`src/rtl/vmem_pkg.sv`:
```
// Shared types for the vmem accumulate sequencer: FSM states, default sizes, command record.
package vmem_pkg;

  localparam int LEN_W_DEF      = 16;
  localparam int ELEM_BYTES_DEF = 4;

  typedef enum logic [1:0] {
    ST_IDLE,
    ST_RUN,
    ST_DONE
  } state_e;

  // The len field is sized by the package default, so a top-level LEN_W override must match it.
  typedef struct packed {
    logic [31:0]           base_a;
    logic [31:0]           base_b;
    logic [31:0]           base_c;
    logic [LEN_W_DEF-1:0]  len;
    logic [15:0]           stride;
  } cmd_t;

endpackage

```
`src/rtl/vmem_cmd_slot.sv`:
```
// One-entry command holding register: accepts when empty, emptied by the sequencer via clr.
module vmem_cmd_slot
  import vmem_pkg::*;
(
  input  logic clk,
  input  logic reset,
  input  logic in_valid,
  output logic in_ready,
  input  cmd_t in_cmd,
  input  logic clr,
  output logic full,
  output cmd_t cmd
);

  assign in_ready = !full;

  // Accept and clear are mutually exclusive: accept needs an empty slot, clear a full one.
  always_ff @(posedge clk) begin
    if (reset) begin
      full <= 1'b0;
      cmd  <= '0;
    end else if (in_valid && in_ready) begin
      full <= 1'b1;
      cmd  <= in_cmd;
    end else if (clr) begin
      full <= 1'b0;
    end
  end

endmodule

```
`src/rtl/vmem_acc_seq.sv`:
```
// Vector memory accumulate sequencer: streams C[i] += A[i] + B[i] through vmem, one element per cycle.
// Build option VMEM_STRIDE_EN adds a per-command byte stride port; otherwise stride is ELEM_BYTES.
//
// state   | meaning
// IDLE    | waiting for a command in the slot
// RUN     | one element read and written per cycle
// DONE    | single-cycle completion pulse
module vmem_acc_seq
  import vmem_pkg::*;
#(
  parameter int LEN_W      = LEN_W_DEF,
  parameter int ELEM_BYTES = ELEM_BYTES_DEF
) (
  input  logic             clk,
  input  logic             reset,
  input  logic             cmd_valid,
  output logic             cmd_ready,
  input  logic [31:0]      cmd_base_a,
  input  logic [31:0]      cmd_base_b,
  input  logic [31:0]      cmd_base_c,
  input  logic [LEN_W-1:0] cmd_len,
`ifdef VMEM_STRIDE_EN
  input  logic [15:0]      cmd_stride,
`endif
  output logic             busy,
  output logic             done,
  output logic [LEN_W-1:0] elem_cnt,
  output logic [31:0]      vm_addr_a,
  output logic [31:0]      vm_addr_b,
  output logic [31:0]      vm_addr_c,
  output logic [31:0]      vm_wd,
  output logic             vm_we,
  input  logic [31:0]      vm_rv_a,
  input  logic [31:0]      vm_rv_b
);

  state_e           state, state_nxt;
  cmd_t             cmd_in, slot_cmd;
  logic             slot_full, slot_clr, load;
  logic [15:0]      stride_r;
  logic [LEN_W-1:0] remain;
  logic             run_active;

  assign cmd_in.base_a = cmd_base_a;
  assign cmd_in.base_b = cmd_base_b;
  assign cmd_in.base_c = cmd_base_c;
  assign cmd_in.len    = cmd_len;
`ifdef VMEM_STRIDE_EN
  assign cmd_in.stride = cmd_stride;
`else
  assign cmd_in.stride = 16'(ELEM_BYTES);
`endif

  vmem_cmd_slot u_slot (
    .clk      (clk),
    .reset    (reset),
    .in_valid (cmd_valid),
    .in_ready (cmd_ready),
    .in_cmd   (cmd_in),
    .clr      (slot_clr),
    .full     (slot_full),
    .cmd      (slot_cmd)
  );

  always_comb begin
    state_nxt = state;
    slot_clr  = 1'b0;
    load      = 1'b0;
    case (state)
      ST_IDLE: begin
        if (slot_full) begin
          slot_clr = 1'b1;
          if (slot_cmd.len != '0) begin
            load      = 1'b1;
            state_nxt = ST_RUN;
          end else begin
            state_nxt = ST_DONE;
          end
        end
      end
      ST_RUN: begin
        if (remain == LEN_W'(1)) state_nxt = ST_DONE;
      end
      ST_DONE: state_nxt = ST_IDLE;
      default: state_nxt = ST_IDLE;
    endcase
  end

  // Reset gates the write enable combinationally so the aborting edge itself does not write.
  assign run_active = (state == ST_RUN) && !reset;
  assign vm_we      = run_active;
  assign vm_wd      = run_active ? (vm_rv_a + vm_rv_b) : 32'd0;
  assign busy       = (state != ST_IDLE);
  assign done       = (state == ST_DONE);

  always_ff @(posedge clk) begin
    if (reset) begin
      state     <= ST_IDLE;
      vm_addr_a <= '0;
      vm_addr_b <= '0;
      vm_addr_c <= '0;
      stride_r  <= '0;
      remain    <= '0;
      elem_cnt  <= '0;
    end else begin
      state <= state_nxt;
      if (load) begin
        vm_addr_a <= slot_cmd.base_a;
        vm_addr_b <= slot_cmd.base_b;
        vm_addr_c <= slot_cmd.base_c;
        stride_r  <= slot_cmd.stride;
        remain    <= slot_cmd.len;
        elem_cnt  <= '0;
      end else if (state == ST_RUN) begin
        vm_addr_a <= vm_addr_a + {16'd0, stride_r};
        vm_addr_b <= vm_addr_b + {16'd0, stride_r};
        vm_addr_c <= vm_addr_c + {16'd0, stride_r};
        remain    <= remain - LEN_W'(1);
        elem_cnt  <= elem_cnt + LEN_W'(1);
      end
    end
  end

endmodule

```
`config.mk`:
```
export PLATFORM = sky130hd
export DESIGN_NAME = vmem_acc_seq
export DESIGN_NICKNAME = d
export VERILOG_FILES = /design/src/rtl/vmem_pkg.sv /design/src/rtl/vmem_cmd_slot.sv /design/src/rtl/vmem_acc_seq.sv
export SDC_FILE = /design/constraint.sdc
export NUM_CORES = 1
export LEC_CHECK = 0
export ABC_CLOCK_PERIOD_IN_PS = 4300
export CAP_MARGIN = 20
export CORE_MARGIN = 4
export CORE_UTILIZATION = 50
export CTS_CLUSTER_DIAMETER = 60
export DETAILED_ROUTE_END_ITERATION = 10
export PLACE_DENSITY = 0.8
export SLEW_MARGIN = 40
export SYNTH_ARGS = -nofsm -noshare
export SYNTH_HDL_FRONTEND = slang
export SYNTH_SLANG_ARGS = --single-unit
```
`constraint.sdc`:
```
create_clock -name clk -period 4.3 [get_ports clk]
set_input_delay 0.86 -clock clk [delete_from_list [all_inputs] [get_ports clk]]
set_output_delay 0.86 -clock clk [all_outputs]
set_load 0.02 [all_outputs]
```
==> out/results.ini <==
[timing]
setup_violations = 0
period_minus_slack_ns = 4.24
maxSlewHeadroom_pct = 44.3
finalCritPeriodShare_pct = 98.6
fmax_ghz = 0.236
hold_ws_ns = 0.437
hold_viol = 0
worst_slew_pin_slew_ns = 0.835
finalMaxSlewViolations = 0
finClkSkew_ns = 0.0346

[clock_tree]
clockRootBuffer = clkbuf_16
clock_sinks = 245
cts_tree = done
clockBufferDepth = 3
cts.clk_slew.worst_paths_ns = 0.06
htree_levels = 1
cts_made_buffers = 27
clock_latency_ns = 0.54

[logic_synthesis]
synth.area.mux_share_pct = 0.329
synth-compound-area-share_pct = 23.6
synth_fp_nets = 1897
yosys.area_share.simple_pct = 26.4
syn_inst = 1677
synth-main-ff-cell = dfxtp_1
synth-async-reset-ratio_pct = 0
synth_top_area_cell = dfxtp_1
syn_area_per_cell_um2 = 7.49
synthXorXnorAreaFrac_pct = 2.58
synthTopCellsByCount = 350 x nand2_1, 253 x a21oi_1, 245 x dfxtp_1
synth_edf_count = 0
synth_fa_ha_area_share_pct = 4.15
yosysUniqueCellTypes = 70
seq_area_frac_synth_pct = 39.1
synth_top_family_by_area = simple AND/OR/NAND/NOR gates
yosys_warnings = 0
syn-cell-area_mm2 = 0.0126
yosys_register_bits = 245
synth.area.top_cells = dfxtp_1 39%, nand2_1 10%, a21oi_1 10%
post-synth-top-count-cell = nand2_1
synth_top_area_share_pct = 39.1

[place]
port_buffers = 326
dp_hpwl_um = 30800
globalplace.congestion = 0.945

[die]
die_y_um = 166
ios = 327
num_rows = 57
core-area_mm2 = 0.0245
dieArea_mm2 = 0.0277
chipWidth_um = 166
initial_utilization_pct = 51.2

[setup_path]
cp_slowest_stage_delay_ns = 0.42
path_cells = clkdlybuf4s50_1 -> ha_1 -> and2_1 -> and3_1 -> and3_1 -> a221o_1 -> a211oi_2 -> or3_1 -> a21oi_2 -> buf_4 -> buf_4
cp_top_family = simple AND/OR/NAND/NOR gates
ff2ff_path_depth = 8
cp_num_buf_inv = 3
regToRegStartpoint = state[1]$_SDFFE_PP0P_
crit_slowest_cell = clkdlybuf4s50_1
critPathLaunchType = input pin
critical_path_arrival_ns = 3.38
crit_fanout = 5
reg2reg_slack_ns = 1.47
crit_required_ns = 3.44
rr_endpoint = vm_addr_c[10]$_SDFFE_PP0N_
critical_path_class = in2out
endpoint_kind = output pin

[finish]
nets = 2266
diodes = 0
nFillCells = 1986
layout-drive-gt1-share_pct = 12.0
area_delta_synth_final_pct = 42.0

[global_routing]
track_usage_pct = 29.0
antenna_found_initial = 5
gr-total-overflow = 0
grt_pass1_vias = 13300
grt_max_degree = 69
grt_pass1_wl_um = 68100

[pwr]
total_power_uw = 6410
p_per_area_mw_per_mm2 = 359
power_leakage_uw = 0.00684
ir_worst_vdd_mv = 0.509

[routing]
drtIter0Drc = 1225
routedWlPerCell_um = 18.0
drt_pass1_iterations = 7
via_count = 13800
drc = 0
wl_um = 42900
vias_per_cell = 5.77
antenna_left = 0

[job]
drv_cap = 0

[hold_path]
whs_path_depth = 2
min_path_type = reg2reg
whs_endpoint = vm_addr_b[1]$_SDFFE_PP0P_
worstHoldStart = u_slot.cmd[65]$_SDFFE_PP0P_

[outcome]
status = finished, final reports clean

report_power, final:
| part | total (µW) | internal (µW) | leakage, µW | switching (µW) |
|---|---|---|---|---|
| combinational | 1580 | 689 | 0.00440 | 895 |
| sequential | 2530 | 2410 | 0.00200 | 119 |
| clock | 2300 | 1370 | 0.000448 | 925 |
layout make-up:
type / count / area, µm² / share of cell area (%)
inverters: 21 / 78.8 / 0.442
clock buffers: 41 / 818 / 4.59
multi-input cells: 1310 / 7430 / 41.7
well taps: 324 / 405 / 2.27
repair buffers: 441 / 4110 / 23.0
flip-flops and latches: 245 / 4900 / 27.5
clock inverters: 9 / 82.6 / 0.463
metal layers:
layer	track usage (%)	routed length [µm]	vias up	part of all wire [%]
met3	8.08	3920	100	9.1
met5	0	57	-	0.13
li1	-	-	6693	-
met2	49.5	20300	522	47
met1	35.7	17300	6471	40
met4	9.25	1380	10	3.2
cell families after synthesis:
family	count (synthesis)
xor+xnor	37
flops	245
compound gates	493
simple gates	735
mux	4
buf+inv	122
fa+ha+maj	41
through the flow:
step / util (%) / TNS [ns] / instances / cell area (µm²) / worst slack (ns)
finish: 72.7 / 0 / 2391 / 17800 / 0.0604
global route: 72.7 / -0.0808 / 2391 / 17800 / -0.0252
CTS: 72.1 / -0.00145 / 2391 / 17700 / -0.00145
detailed placement: 68.2 / -10.59 / 2339 / 16700 / -0.980
global placement: 68.1 / -10.37 / 2338 / 16700 / -0.911
floorplan: - / 0 / 1677 / 12600 / 0.271
sequential cells by signal, indices dropped and copies added, names as in the netlist:
signal and count:
state 2, u_slot.cmd 113, vm_addr_b 32, vm_addr_c 32, u_slot.full 1, vm_addr_a 32, stride_r 1, elem_cnt 16
remain 16
placed cells by master, fill, tap and decap left out, types with 27 or more instances in the layout:
master | Yosys | final
a21oi_1 | 253 | 248
buf_4 | 0 | 116
clkbuf_16 | 0 | 27
clkdlybuf4s50_1 | 0 | 290
dfxtp_1 | 245 | 245
ha_1 | 40 | 35
nand2_1 | 350 | 347
nand3_1 | 48 | 47
nor2_1 | 163 | 161
nor3_1 | 42 | 39
o21ai_0 | 80 | 72
worst max path at each step:
stage	endpoint	depth (start not counted)	from	slack, ns
after floorplan	vm_wd[26]	10	vm_rv_a[0]	0.27
after global placement	vm_wd[26]	14	vm_rv_a[0]	-0.91
after detailed placement	vm_wd[26]	14	vm_rv_a[0]	-0.98
after CTS	vm_wd[27]	11	vm_rv_a[17]	-0.001
after global routing	vm_wd[29]	12	vm_rv_b[5]	-0.03
final	vm_wd[29]	11	vm_rv_a[23]	0.06
worst register-to-register path, cell delays in order (launching register included):
cell	delay, ns
dfxtp_1	0.35
or2_2	0.32
nor2_1	0.51
nand2_2	0.11
nand2_1	0.43
buf_4	0.41
o21ai_0	0.18
a221oi_1	0.30
nor2_1	0.07
what timing repair did:
action	4_1_cts	5_1_grt
hold buffers	0	0
endpoints found under the setup margin	25	12
pin swaps	11	21
resized for setup	107	39
hold endpoints to repair	0	0
setup buffers	2	1
Power figures use the tool's default switching activity.
